[src/rtl/hk_frame_pkg.sv]
// Shared types and byte map for the housekeeping frame packer.
// The frame is HEADER(2) + seq + snapshot payload(24) + checksum = 28 bytes.
package hk_frame_pkg;

    typedef enum logic {
        IDLE = 1'b0,
        SEND = 1'b1
    } state_t;

    localparam int FRAME_LEN = 28;

    localparam logic [4:0] IDX_HDR_HI = 5'd0;
    localparam logic [4:0] IDX_HDR_LO = 5'd1;
    localparam logic [4:0] IDX_SEQ    = 5'd2;
    localparam logic [4:0] IDX_SEL    = 5'd3;
    localparam logic [4:0] IDX_HERR   = 5'd4;
    localparam logic [4:0] IDX_BERR   = 5'd5;
    localparam logic [4:0] IDX_HCNT0  = 5'd6;
    localparam logic [4:0] IDX_HCNT1  = 5'd10;
    localparam logic [4:0] IDX_BUSY   = 5'd14;
    localparam logic [4:0] IDX_HSTART = 5'd16;
    localparam logic [4:0] IDX_LMATCH = 5'd18;
    localparam logic [4:0] IDX_EFF    = 5'd20;
    localparam logic [4:0] IDX_COIN   = 5'd22;
    localparam logic [4:0] IDX_EXT    = 5'd24;
    localparam logic [4:0] IDX_TDLY   = 5'd26;
    localparam logic [4:0] LAST_IDX   = 5'd27;

    // Frozen copy of the counter block outputs plus the frame's sequence number.
    typedef struct packed {
        logic [7:0]  seq;
        logic [2:0]  hit_monit_sel;
        logic [7:0]  hit_monit_err_cnt;
        logic [7:0]  busy_monit_err_cnt;
        logic [31:0] hit_monit_cnt_0;
        logic [31:0] hit_monit_cnt_1;
        logic [15:0] busy_monit_cnt;
        logic [15:0] hit_start_cnt;
        logic [15:0] logic_match_cnt;
        logic [15:0] eff_trg_cnt;
        logic [15:0] coincid_trg_cnt;
        logic [15:0] ext_trg_cnt;
        logic [7:0]  trg_delay_timer;
    } snap_t;

    // Multi-byte fields go out MSB first.
    function automatic logic [7:0] frame_byte(
        input logic [4:0]  idx,
        input snap_t       s,
        input logic [15:0] hdr,
        input logic [7:0]  chk
    );
        logic [7:0] b;
        b = 8'h00;
        case (idx)
            IDX_HDR_HI:        b = hdr[15:8];
            IDX_HDR_LO:        b = hdr[7:0];
            IDX_SEQ:           b = s.seq;
            IDX_SEL:           b = {5'b0, s.hit_monit_sel};
            IDX_HERR:          b = s.hit_monit_err_cnt;
            IDX_BERR:          b = s.busy_monit_err_cnt;
            IDX_HCNT0:         b = s.hit_monit_cnt_0[31:24];
            IDX_HCNT0 + 5'd1:  b = s.hit_monit_cnt_0[23:16];
            IDX_HCNT0 + 5'd2:  b = s.hit_monit_cnt_0[15:8];
            IDX_HCNT0 + 5'd3:  b = s.hit_monit_cnt_0[7:0];
            IDX_HCNT1:         b = s.hit_monit_cnt_1[31:24];
            IDX_HCNT1 + 5'd1:  b = s.hit_monit_cnt_1[23:16];
            IDX_HCNT1 + 5'd2:  b = s.hit_monit_cnt_1[15:8];
            IDX_HCNT1 + 5'd3:  b = s.hit_monit_cnt_1[7:0];
            IDX_BUSY:          b = s.busy_monit_cnt[15:8];
            IDX_BUSY + 5'd1:   b = s.busy_monit_cnt[7:0];
            IDX_HSTART:        b = s.hit_start_cnt[15:8];
            IDX_HSTART + 5'd1: b = s.hit_start_cnt[7:0];
            IDX_LMATCH:        b = s.logic_match_cnt[15:8];
            IDX_LMATCH + 5'd1: b = s.logic_match_cnt[7:0];
            IDX_EFF:           b = s.eff_trg_cnt[15:8];
            IDX_EFF + 5'd1:    b = s.eff_trg_cnt[7:0];
            IDX_COIN:          b = s.coincid_trg_cnt[15:8];
            IDX_COIN + 5'd1:   b = s.coincid_trg_cnt[7:0];
            IDX_EXT:           b = s.ext_trg_cnt[15:8];
            IDX_EXT + 5'd1:    b = s.ext_trg_cnt[7:0];
            IDX_TDLY:          b = s.trg_delay_timer;
            LAST_IDX:          b = chk;
            default:           b = 8'h00;
        endcase
        return b;
    endfunction

endpackage

[src/rtl/hk_cnt_frame_packer.sv]
// Snapshots the counter block on update_end_in rising edge, streams a 28-byte housekeeping frame.
// Latency: first byte valid 1 cycle after the request edge; 28 cycles minimum per frame.
// Backpressure: byte_ready_in low holds data/last stable; requests arriving mid-frame are counted as drops.
module hk_cnt_frame_packer
    import hk_frame_pkg::*;
#(
    parameter logic [15:0] HEADER   = 16'hEB90,
    parameter logic [7:0]  CHK_INIT = 8'h00
) (
    input  logic        clk_in,
    input  logic        rst_in,
    input  logic        update_end_in,
    input  logic [2:0]  hit_monit_sel_in,
    input  logic [7:0]  hit_monit_err_cnt_in,
    input  logic [7:0]  busy_monit_err_cnt_in,
    input  logic [31:0] hit_monit_cnt_0_in,
    input  logic [31:0] hit_monit_cnt_1_in,
    input  logic [15:0] busy_monit_cnt_in,
    input  logic [15:0] hit_start_cnt_in,
    input  logic [15:0] logic_match_cnt_in,
    input  logic [15:0] eff_trg_cnt_in,
    input  logic [15:0] coincid_trg_cnt_in,
    input  logic [15:0] ext_trg_cnt_in,
    input  logic [7:0]  trg_delay_timer_in,
    input  logic        byte_ready_in,
    output logic [7:0]  byte_data_out,
    output logic        byte_valid_out,
    output logic        byte_last_out,
    output logic        frame_busy_out,
    output logic [7:0]  frame_seq_out,
    output logic [7:0]  frame_drop_cnt_out
);

    state_t      state_q;
    state_t      state_d;
    logic        upd_d1;
    logic [4:0]  idx_q;
    snap_t       snap_q;
    logic [7:0]  chk_q;
    logic [7:0]  seq_q;
    logic [7:0]  frame_seq_q;
    logic [7:0]  drop_q;

    logic        req;
    logic        xfer;
    logic        at_last;
    logic [7:0]  cur_byte;

    assign req      = update_end_in & ~upd_d1;
    assign xfer     = (state_q == SEND) & byte_ready_in;
    assign at_last  = (idx_q == LAST_IDX);
    assign cur_byte = frame_byte(idx_q, snap_q, HEADER, chk_q);

    always_ff @(posedge clk_in or negedge rst_in) begin
        if (!rst_in) begin
            state_q <= IDLE;
            upd_d1  <= 1'b0;
        end else begin
            state_q <= state_d;
            upd_d1  <= update_end_in;
        end
    end

    always_comb begin
        state_d            = state_q;
        byte_valid_out     = 1'b0;
        frame_busy_out     = 1'b0;
        byte_last_out      = 1'b0;
        byte_data_out      = 8'h00;
        frame_seq_out      = frame_seq_q;
        frame_drop_cnt_out = drop_q;
        case (state_q)
            IDLE: begin
                if (req) begin
                    state_d = SEND;
                end
            end
            SEND: begin
                byte_valid_out = 1'b1;
                frame_busy_out = 1'b1;
                byte_last_out  = at_last;
                byte_data_out  = cur_byte;
                if (xfer && at_last) begin
                    state_d = IDLE;
                end
            end
            default: state_d = IDLE;
        endcase
    end

    always_ff @(posedge clk_in or negedge rst_in) begin
        if (!rst_in) begin
            idx_q       <= 5'd0;
            snap_q      <= '0;
            chk_q       <= 8'h00;
            seq_q       <= 8'h00;
            frame_seq_q <= 8'h00;
        end else if (state_q == IDLE) begin
            if (req) begin
                snap_q.seq                <= seq_q;
                snap_q.hit_monit_sel      <= hit_monit_sel_in;
                snap_q.hit_monit_err_cnt  <= hit_monit_err_cnt_in;
                snap_q.busy_monit_err_cnt <= busy_monit_err_cnt_in;
                snap_q.hit_monit_cnt_0    <= hit_monit_cnt_0_in;
                snap_q.hit_monit_cnt_1    <= hit_monit_cnt_1_in;
                snap_q.busy_monit_cnt     <= busy_monit_cnt_in;
                snap_q.hit_start_cnt      <= hit_start_cnt_in;
                snap_q.logic_match_cnt    <= logic_match_cnt_in;
                snap_q.eff_trg_cnt        <= eff_trg_cnt_in;
                snap_q.coincid_trg_cnt    <= coincid_trg_cnt_in;
                snap_q.ext_trg_cnt        <= ext_trg_cnt_in;
                snap_q.trg_delay_timer    <= trg_delay_timer_in;
                idx_q                     <= 5'd0;
                chk_q                     <= CHK_INIT;
                frame_seq_q               <= seq_q;
                seq_q                     <= seq_q + 8'd1;
            end
        end else if (xfer) begin
            // Checksum covers the seq byte through the trigger delay byte only.
            if (idx_q >= IDX_SEQ && idx_q <= IDX_TDLY) begin
                chk_q <= chk_q + cur_byte;
            end
            if (!at_last) begin
                idx_q <= idx_q + 5'd1;
            end
        end
    end

    always_ff @(posedge clk_in or negedge rst_in) begin
        if (!rst_in) begin
            drop_q <= 8'h00;
        end else if (req && state_q == SEND && drop_q != 8'hFF) begin
            drop_q <= drop_q + 8'd1;
        end
    end

endmodule

[config.mk]
export PLATFORM = sky130hd
export DESIGN_NAME = hk_cnt_frame_packer
export DESIGN_NICKNAME = d
export VERILOG_FILES = /design/src/rtl/hk_frame_pkg.sv /design/src/rtl/hk_cnt_frame_packer.sv
export SDC_FILE = /design/constraint.sdc
export NUM_CORES = 1
export LEC_CHECK = 0
export ABC_AREA = 1
export CAP_MARGIN = 20
export CORE_AREA = 2 2 147 149
export CTS_CLUSTER_SIZE = 10
export DETAILED_ROUTE_END_ITERATION = 16
export DIE_AREA = 0 0 149 151
export PLACE_DENSITY_LB_ADDON = 0.15
export REMOVE_ABC_BUFFERS = 1
export SLEW_MARGIN = 20
export SYNTH_ARGS = -nofsm -noshare
export SYNTH_HDL_FRONTEND = slang
export SYNTH_SLANG_ARGS = --single-unit
[constraint.sdc]
create_clock -name clk_in -period 4.3 [get_ports clk_in]
set_clock_uncertainty 0.05 [all_clocks]
set_input_delay 0.43 -clock clk_in [delete_from_list [all_inputs] [get_ports clk_in]]
set_output_delay 0.43 -clock clk_in [all_outputs]
set_load 0.01 [all_outputs]
# --- Yosys cells after proc, flatten, opt, wreduce, memory -nomap -nowiden ---
# Cells that the tools add are included.
classes:
  n_addsub: 4
  n_lt_le_gt_ge: 2
  n_eq_ne: 31
  n_mux: 15
  n_bitwise: 4
  n_reduce_logical: 9
op_table:
  columns: ["cell", "count"]
  rows:
  - ["$pmux 8 s28", 1]
  - ["$eq 5x5->1 const B", 12]
  - ["$eq 5x4->1 const B", 8]
  - ["$mux 8", 5]
  - ["$eq 5x3->1 const B", 4]
  - ["$mux 5", 4]
  - ["$add 8x1->8 const B", 2]
  - ["$eq 5x2->1 const B", 2]
  - ["$add 8x8->8", 1]
  - ["$ne 8x8->1 const B", 1]
  - ["$reduce_and 3->1", 2]
  - ["$add 5x1->5 const B", 1]
  - ["$eq 5x1->1 const B", 1]
  - ["$ge 5x2->1 const B", 1]
  - ["$le 5x5->1 const B", 1]
  - ["$logic_not 5->1", 1]
  - ["$logic_and 1x1->1", 4]
  - ["$mux 1", 4]
  - ["$ne 2x1->1 const B", 2]
  - ["$and 1x1->1", 2]
  - ["$ne 2x2->1 const B", 1]
  - ["$not 1->1", 2]
  - ["$pmux 1 s2", 1]
  - ["$reduce_and 2->1", 1]
  - ["$reduce_bool 2->1", 1]
word_totals:
  ff_bits: 226
  in_bits: 191

# --- Depth between registers and ports, before layout ---
# Gate-level depths: netlist (run 1).
logic_depth:
  ltp_word: 6
  ltp_mapped: 21

# --- Worst setup path after synthesis (run 1) ---
# OpenSTA, ideal clock, no wires.
synth_timing:
  kind: "reg-to-reg"
  startpoint: "reg idx_q[0]"
  endpoint: "reg chk_q[5]"
  setup_time_ps: 125
  arrival_ps: 2865
  required_time_ps: 4125
  path_slack_ps: 1260
  stages_incl_launch_ff: 21
  n_path_buf: 2
  cell_sequence: "dfrtp_1 ha_1 buf_2 inv_1 nor2_1 ha_1 buf_1 nand2_1 o21ai_0 a221oi_1 nand2_1 nor2_1 nand2_1 ha_1 a21oi_1 nand2_1 nand2_1 nand2_1 a21oi_1 xor2_1 o31ai_1"
synth_between:
  elab_chain_cells: 6
synth_lines:
  columns: ["item", "line", "text"]
  rows:
  - ["start, declared", "hk_cnt_frame_packer.sv:37", "logic [4:0] idx_q;"]
  - ["start signal, assigned", "hk_cnt_frame_packer.sv:124", "idx_q <= idx_q + 5'd1;"]
  - ["$eq 5x5->1 (tied with other cells)", "hk_frame_pkg.sv:55", "case (idx)"]
  - ["$pmux 8 s28", "hk_frame_pkg.sv:55", null]
  - ["$add 8x8->8", "hk_cnt_frame_packer.sv:121", "chk_q <= chk_q + cur_byte;"]
  - ["$mux 8", "hk_cnt_frame_packer.sv:120", "if (idx_q >= IDX_SEQ && idx_q <= IDX_TDLY) begin"]
  - ["$mux 8", "hk_cnt_frame_packer.sv:118", "end else if (xfer) begin"]
  - ["$mux 8", "hk_cnt_frame_packer.sv:98", "end else if (state_q == IDLE) begin"]
  - ["end signal, assigned", "hk_cnt_frame_packer.sv:121", null]
  - ["end, declared", "hk_cnt_frame_packer.sv:39", "logic [7:0] chk_q;"]
# Parallel ways exist; a longest one is shown, timed or not. The select of a mux whose other input is x is not followed.
# A chain may end at the register's enable or synchronous reset.

# --- Worst setup path after layout (run 1) ---
layout_timing:
  startpoint: "reg idx_q[0]"
  endpoint: "out byte_data_out[5]"
layout_between:
  elab_chain_cells: 3
layout_lines:
  columns: ["item", "line", "text"]
  rows:
  - ["$eq 5x5->1 (tied with other cells)", "hk_frame_pkg.sv:55", null]
  - ["$pmux 8 s28 *", "hk_frame_pkg.sv:55", null]
  - ["$mux 8 *", "hk_cnt_frame_packer.sv:72", "case (state_q)"]
  - ["end, declared", "hk_cnt_frame_packer.sv:26", "output logic [7:0] byte_data_out,"]
# Every way passes the cells marked *; elsewhere a longest branch is shown, timed or not.

==> impl_metrics.toml, run 1 <==
[run_status]
status = "finished clean"

[detailed_routing]
first_pass_iters = 5
postRouteAntennaNets = 0
vias = 9402
wl_per_cell_um = 16.4
via_per_inst = 5.17
route.detailed.drc = 0
drtIter0Drc = 473
drt-total-wl_um = 29700

[sta]
max_freq_mhz = 251
setup_ws_ns = 0.314
worst_slew_pin_slew_ns = 0.915
setup_tns_ns = 0
relSlewSlack_pct = 39.0
hold_violations = 0
rsz0062_at_grt = "false"
period_needed_ns = 3.99
setup_viol = 0
slew_violations = 0
period_share_pct = 92.7
fin_hold_ws_ns = 0.337

[yosys]
synth_area_mm2 = 0.0107
synth_seq_area_share_pct = 53.1
ys_types = 39
synth_ff_type = "dfrtp_1"
yosys_warnings = 0
async_flop_share_pct = 100
synth-seq-cells = 226
avgSynthCellArea_um2 = 7.91
synth-edff-count = 0
syn_inst = 1346

[critical_path]
cp_top_family = "buffers and inverters"
worstRegToRegCells = 19
crit_cells = 11
worstReg2RegEnd = "chk_q[6]"
cpPeakStageDelay_ns = 0.52
endpoint = "byte_data_out[5]"
criticalPathCategory = "flop to primary output"
reg2reg_slack_ns = 0.61
crit_chain = "ha_1 -> inv_1 -> nor2_1 -> ha_1 -> nand2_1 -> o21ai_0 -> a221oi_1 -> nand2_1 -> nor2_1 -> a21oi_1 -> clkdlybuf4s50_1"
path_max_fanout = 10
critPathBufInv = 2
cp.required_ns = 3.82
cp.arrival_ns = 3.51
r2r_start = "idx_q[0]"
critPathCaptureType = "primary output"
cp_slowest_cell = "clkdlybuf4s50_1"
critPathLaunchType = "flop"
cp-startpoint = "idx_q[0]"

[global_routing]
grt_pass1_wl_um = 47300
grt_max_degree = 141
grt_use_total_pct = 26.8
overflow = 0
antenna_found_initial = 0
grt_pass1_vias = 9196

[cts]
cts_buffers = 26
clk_pin_slew_ns = 0.06
cts_buffer_depth = 3
clk_latency_ns = 0.52
cts_sinks = 226
postCtsHoldBufs = 1
cts.repair.resized = 0
cts_tree = "yes"
cts_htree_levels = 1
clock-root-buffer = "clkbuf_16"
post-cts-setup-buffers = 0

[power]
p_int_mw = 5.28
p_sw_share_pct = 35.6
pwr-share-comb_pct = 32.3
p_leak_nw = 7.04
p_sw_mw = 2.92
total_power_mw = 8.20
pwr-share-clk_pct = 23.3
cellPowerDensity_mw_per_mm2 = 598
seq_power_share_pct = 44.4
peakVddDrop_uv = 296

[placed_design]
dp_hpwl_um = 21700
dp_slack_ns = 0.641
portBuffers = 217
gp_congestion = 0.882

[floorplan]
initial_core_util_pct = 51.2
die_y_um = 151
ios = 218
die_area_mm2 = 0.0225
die_w_um = 149
core-area_mm2 = 0.0208
rows = 53

[final_layout]
nNetsFinal = 1748
drive_gt1_share_pct = 3.95
area_delta_synth_final_pct = 28.6
diodes = 0

[min_path]
min_path_type = "primary input to flop"

[flow_run]
maxCapViolCount = 0
stage by stage:
stage | cells | utilization (%) | cell area [µm²]
after CTS | 1819 | 65.8 | 13700
after global placement | 1788 | 62.4 | 13000
after floorplan | 1287 | - | 10400
final | 1819 | 65.8 | 13700
after global routing | 1819 | 65.8 | 13700
after detailed placement | 1788 | 62.4 | 13000
power groups by stage:
stage	clock network, mW	registers [mW]	logic (mW)
4_1_cts	1.95	3.63	2.68
3_5_place_dp	0	3.65	2.67
6_report	1.91	3.64	2.65
3_3_place_gp	0	3.65	2.62
5_1_grt	2.04	3.73	3.02
2_1_floorplan	0	3.49	1.62
state kept, by name, summed over array words and instances (netlist names):
signal and count:
frame_seq_out 8, upd_d1 1, snap_q 187, state_q 1
chk_q 8, idx_q 5, frame_drop_cnt_out 8, seq_q 8
per-layer routing:
layer / up-vias / wire length [µm] / GRT usage, % / part of all wire [%]
li1: 4623 / - / - / -
met1: 4438 / 12900 / 36.7 / 43
met2: 278 / 14300 / 44.7 / 48
met3: 63 / 1690 / 3.52 / 5.7
met4: 0 / 881 / 8.33 / 3.0
met5: - / 0 / 0 / 0
worst min-delay path by stage:
stage	to	slack, ns	from	cells past startpoint
after floorplan	chk_q[0]	0.08	rst_in	0
final	upd_d1	0.34	update_end_in	1
after global placement	snap_q[73]	0.40	snap_q[73]	2
after detailed placement	snap_q[167]	0.41	snap_q[167]	2
after global routing	upd_d1	0.35	update_end_in	1
after CTS	upd_d1	0.32	update_end_in	1
cells in the final DEF (no fill, tap or decap), types with 3 or more instances in the layout:
| cell | synthesis | layout |
|---|---|---|
| o2111ai_1 | 5 | 5 |
| nand4_1 | 21 | 21 |
| a221oi_1 | 15 | 15 |
| nand2_1 | 722 | 722 |
| o21ai_0 | 44 | 44 |
| buf_12 | 0 | 3 |
| a22o_1 | 20 | 20 |
| clkbuf_16 | 0 | 27 |
| nand3_1 | 27 | 27 |
| nor2_1 | 47 | 46 |
| o211ai_1 | 3 | 3 |
| nor3_1 | 6 | 6 |
| a21oi_1 | 15 | 15 |
| buf_4 | 12 | 6 |
| dfrtp_1 | 226 | 226 |
| o22ai_1 | 5 | 5 |
| ha_1 | 14 | 14 |
| xor2_1 | 11 | 11 |
| xnor2_1 | 4 | 4 |
| clkdlybuf4s50_1 | 0 | 216 |
| inv_1 | 66 | 66 |
| nor2_2 | 11 | 11 |
| inv_2 | 4 | 3 |
logic make-up after synthesis:
group                    count (synthesis)  share of synthesized area (%)
AO/OA/AOI/OAI                          115                           7.18
adder cells (fa/ha/maj)                 15                           1.83
buffers and inverters                  129                           5.20
flip-flops                             226                           53.1
XOR/XNOR                                15                           1.23
AND/OR/NAND/NOR                        845                           31.4
multiplexers                             1                          0.106
synth_stat cells (12+ instances only):
cell type | count | area share [%]
a21oi_1 | 15 | 0.70
a221oi_1 | 15 | 1.2
a22o_1 | 20 | 1.6
buf_2 | 20 | 0.94
buf_4 | 12 | 0.85
clkbuf_1 | 24 | 0.85
dfrtp_1 | 226 | 53
ha_1 | 14 | 1.6
inv_1 | 66 | 2.3
nand2_1 | 722 | 25
nand3_1 | 27 | 1.3
nand4_1 | 21 | 1.2
nor2_1 | 47 | 1.7
o21ai_0 | 44 | 2.1
final cells by class:
class                      count  area, µm²
clock buffer                  30        697
timing repair buffer         227       2290
inverter                      70        265
fill                        1821       7120
sequential                   226       5660
multi-input combinational    991       4450
tap                          275        344
worst reg2reg max path: cells and delay by family (launching register included):
family                   cells  cell delay, ns
AO/OA/AOI/OAI                6            0.92
adder cells (fa/ha/maj)      3            1.04
buffers and inverters        1            0.20
flip-flops                   1            0.46
AND/OR/NAND/NOR              9            0.91
Power figures use the tool's default switching activity.
==> inputs of run 2 (changes only) <==
- CTS_CLUSTER_DIAMETER: not set -> 80
==> run 2 against run 1 <==
Clock-buffer cell count fell by 4. Setup slack got worse by 0.040 ns. Final area did not move. Cell count fell by 0.11%. Critical path type unchanged. Largest cell class unchanged.
==> impl_metrics.toml, run 2 (synthesized netlist as in run 1, its figures left out) <==
[run_status]
status = "finished clean"

[detailed_routing]
postRouteAntennaNets = 0
drt-total-wl_um = 29800
drtIter0Drc = 480
wl_per_cell_um = 16.4
via_per_inst = 5.18
route.detailed.drc = 0
vias = 9414
first_pass_iters = 5

[min_path]
min_path_type = "primary input to flop"
hold_depth = 1
hold_end = "upd_d1"
hold_path_startpoint = "update_end_in"

[critical_path]
worstReg2RegEnd = "chk_q[5]"
cp.required_ns = 3.82
r2r_start = "idx_q[0]"
cp_top_family = "simple AND/OR/NAND/NOR gates"
path_common_cell = "nor2_1"
cp_slowest_cell = "nor2_1"
worstRegToRegCells = 18
cp.arrival_ns = 3.55
critPathBufInv = 2
path_max_fanout = 8
criticalPathCategory = "flop to primary output"
reg2reg_slack_ns = 0.57
critPathCaptureType = "primary output"
cpPeakStageDelay_ns = 0.59
critPathLaunchType = "flop"
crit_chain = "inv_1 -> ha_1 -> nand2_1 -> nor2_1 -> a22o_1 -> nor2_1 -> nand4_1 -> nor2_1 -> a21oi_1 -> clkdlybuf4s50_1"

[sta]
relSlewSlack_pct = 38.8
slew_violations = 0
fin_hold_ws_ns = 0.341
period_share_pct = 93.6
period_needed_ns = 4.03
max_freq_mhz = 248
setup_tns_ns = 0
rsz0062_at_grt = "false"
hold_violations = 0
worst_slew_pin_slew_ns = 0.919
setup_viol = 0

[cts]
post-cts-setup-buffers = 0
cts_sinks = 226
cts_buffers = 26
cts_tree = "yes"
clk_pin_slew_ns = 0.06
cts_buffer_depth = 3
cts.repair.resized = 0
clock-root-buffer = "clkbuf_16"
clk_latency_ns = 0.54
cts_htree_levels = 1

[placed_design]
gp_congestion = 0.882
dp_hpwl_um = 21700
portBuffers = 217

[floorplan]
core-area_mm2 = 0.0208
die_area_mm2 = 0.0225
rows = 53
initial_core_util_pct = 51.2
ios = 218
die_y_um = 151
die_w_um = 149

[global_routing]
grt_use_total_pct = 26.7
grt_max_degree = 141
grt_pass1_vias = 9208
antenna_found_initial = 0
overflow = 0
grt_pass1_wl_um = 47200

[power]
p_sw_share_pct = 35.7
seq_power_share_pct = 44.3
pwr-share-comb_pct = 32.3
p_leak_nw = 7.04
peakVddDrop_uv = 378
p_sw_mw = 2.94
pwr-share-clk_pct = 23.5
p_int_mw = 5.29
cellPowerDensity_mw_per_mm2 = 600

[final_layout]
layout_common_cells = "722 x nand2_1, 226 x dfrtp_1, 216 x clkdlybuf4s50_1"
largest-register = "snap_q"
area_delta_synth_final_pct = 28.6
diodes = 0
drive_gt1_share_pct = 3.96
largest_reg_flops = 187
utilization_pct = 65.8
nNetsFinal = 1748
final_common_cell = "nand2_1"

[flow_run]
maxCapViolCount = 0
==> run 2: repair_timing <==
| item | 4_1_cts | 5_1_grt |
|---|---|---|
| setup endpoints to repair | 0 | 0 |
| hold buffers | 1 | 0 |
| endpoints found under the hold margin | 90 | 0 |
==> run 2: power by group through the flow <==
| stage | Combinational [mW] | Sequential (mW) | Clock (mW) |
|---|---|---|---|
| final | 2.65 | 3.64 | 1.93 |
| after global routing | 3.03 | 3.73 | 2.04 |
| after CTS | 2.69 | 3.63 | 1.96 |
| after detailed placement | 2.67 | 3.65 | 0 |
| after global placement | 2.62 | 3.65 | 0 |
| after floorplan | 1.62 | 3.49 | 0 |
==> run 2: stage by stage <==
step	worst slack, ns	instance area [µm²]	power, mW	std cells
floorplan	-7.84	10400	5.11	1287
global placement	0.719	13000	6.27	1788
detailed placement	0.641	13000	6.32	1788
CTS	0.322	13700	8.27	1817
global route	0.0647	13700	8.80	1817
finish	0.274	13700	8.22	1817
==> run 2: routing by layer <==
metal	vias up	track usage [%]	part of all wire (%)
li1	4634	-	-
met1	4431	36.7	44
met2	297	44.6	48
met3	52	3.49	5.5
met4	0	8.52	3.1
met5	-	0	0
==> run 2: final cells by class <==
cell class	count	area (µm²)
tap	275	344
fill	1827	7120
sequential	226	5660
clock inverter	2	46.3
multi-input combinational	991	4450
clock buffer	26	651
inverter	70	265
timing repair buffer	227	2290
==> run 2: worst max-delay path by stage <==
| stage | start | to | slack, ns | depth (start not counted) |
|---|---|---|---|---|
| after floorplan | state_q | frame_seq_out[2] | -7.84 | 3 |
| after CTS | idx_q[0] | byte_data_out[5] | 0.32 | 11 |
| after global placement | idx_q[0] | chk_q[6] | 0.72 | 19 |
| after global routing | idx_q[0] | byte_data_out[6] | 0.06 | 11 |
| after detailed placement | idx_q[0] | chk_q[5] | 0.64 | 18 |
| final | idx_q[1] | byte_data_out[4] | 0.27 | 10 |
==> inputs of run 3 (changes only) <==
- CORE_AREA: 2 2 147 149 -> 2 2 144 146
- DIE_AREA: 0 0 149 151 -> 0 0 146 148
- SLEW_MARGIN: 20 -> not set
- clock period: 4.3 -> 4.75 ns (I/O delays scaled with it)
==> run 3 against run 2 <==
The run now ends with negative hold slack left. Routed wire length up 2.4%. Critical path depth up 1. Via count up 0.16%. Global-route usage up 1.6 points. First-iteration DRC count up 32%. Sequential power down 9.1%. Final area down 0.18%. Register-to-register slack better by 0.28 ns. Clock power down 8%. Total power down 8.6%. Die area down 4.0%. Clock-buffer cell count up 1. Highest routed layer unchanged.
==> impl_metrics.toml, run 3 (synthesized netlist as in run 1, its figures left out) <==
[run_status]
status = "finished, violations left"
violations = "negative hold slack"

[placed_design]
portBuffers = 217
gp_congestion = 0.889
placed_cell_area_mm2 = 0.0130
dp_slack_ns = 0.981
dp_hpwl_um = 21900

[power]
peakVddDrop_uv = 297
cellPowerDensity_mw_per_mm2 = 549
p_leak_nw = 7.03
total_power_mw = 7.52

[cts]
cts_sinks = 226
clock-root-buffer = "clkbuf_16"
post-cts-setup-buffers = 0
clk_latency_ns = 0.53
clk_pin_slew_ns = 0.05
cts_htree_levels = 1
cts.repair.resized = 0
postCtsHoldBufs = 0
cts_tree = "yes"
cts_buffers = 26
cts_buffer_depth = 3

[sta]
max_freq_mhz = 241
rsz0062_at_grt = "false"
worst_slew_pin_slew_ns = 0.942
slew_violations = 0
setup_ws_ns = 0.594
relSlewSlack_pct = 37.2
fin_hold_ws_ns = -0.0539
hold_violations = 15
setup_viol = 0
setup_tns_ns = 0
period_needed_ns = 4.16
period_share_pct = 87.5

[global_routing]
grt_max_degree = 124
overflow = 0
grt_use_total_pct = 28.3
grt_pass1_wl_um = 48600
antenna_found_initial = 0
grt_pass1_vias = 9289

[floorplan]
core-area_mm2 = 0.0200
die_w_um = 146
ios = 218
die_y_um = 148
die_area_mm2 = 0.0216
rows = 52
initial_core_util_pct = 53.2

[detailed_routing]
drt-total-wl_um = 30600
via_per_inst = 5.20
vias = 9429
postRouteAntennaNets = 0
wl_per_cell_um = 16.9
drtIter0Drc = 635
route.detailed.drc = 0
first_pass_iters = 5

[final_layout]
final_common_cell = "nand2_1"
diodes = 0
design_area_mm2 = 0.0137
largest-register = "snap_q"
largest_reg_flops = 187
area_delta_synth_final_pct = 28.4
layout_common_cells = "722 x nand2_1, 226 x dfrtp_1, 216 x clkdlybuf4s50_1"
fillers = 1734
nNetsFinal = 1748
drive_gt1_share_pct = 4.02

[critical_path]
critPathBufInv = 2
criticalPathCategory = "flop to primary output"
crit_cells = 11
path_max_fanout = 10
critPathCaptureType = "primary output"
critPathLaunchType = "flop"
cp.arrival_ns = 3.63
crit_chain = "ha_1 -> inv_1 -> nor2_1 -> ha_1 -> nand2_1 -> o21ai_0 -> a221oi_1 -> nand2_1 -> nor2_1 -> a21oi_1 -> clkdlybuf4s50_1"
cp_top_family = "adder cells"
cp.required_ns = 4.22
cp_slowest_cell = "clkdlybuf4s50_1"
worstRegToRegCells = 18
cpPeakStageDelay_ns = 0.51

[flow_run]
maxCapViolCount = 0

[min_path]
min_path_type = "primary input to asynchronous set/reset pin"
[run 3: area by class of cell]
class                   count  area (µm²)  area share (%)
well taps                 270         338            2.47
inverters                  70         265            1.94
clock buffers              27         676            4.94
clock inverters             1        30.0           0.220
repair buffers            227        2260            16.6
flip-flops and latches    226        5660            41.3
multi-input cells         991        4450            32.5
[run 3: metrics by stage]
| stage | util [%] | instances | hold WS (ns) |
|---|---|---|---|
| finish | 68.3 | 1812 | -0.0539 |
| global route | 68.3 | 1812 | 0.0465 |
| CTS | 68.3 | 1812 | 0.0323 |
| detailed placement | 64.7 | 1784 | 0.408 |
| global placement | 64.7 | 1784 | 0.404 |
| floorplan | - | 1287 | 0.129 |
[run 3: final timing paths]
path | endpoint | slack, ns | start
max | byte_data_out[2] | 0.59 | idx_q[0]
min | snap_q[59] | -0.05 | rst_in
max reg2reg | chk_q[5] | 0.85 | idx_q[0]
min reg2reg | snap_q[133] | 0.42 | snap_q[133]
max in group asynchronous | snap_q[55] | 3.49 | rst_in
min in group clk_in | upd_d1 | 0.36 | update_end_in
[run 3: where the power goes]
group          leakage, nW  switching (mW)  internal, mW
sequential            2.90           0.569          2.74
clock                0.347           0.732          1.04
combinational         3.78            1.40          1.03
total                 7.03            2.70          4.81
[run 3: per-layer routing]
metal  share of wire [%]  vias to the layer above  routed length, µm  global-route usage, %
met4                 2.6                        0                790                   9.08
li1                    -                     4637                  -                      -
met2                  47                      327              14300                   46.1
met1                  45                     4415              13800                   40.1
met5                   0                        -                  0                      0
met3                 5.6                       50               1720                   3.58
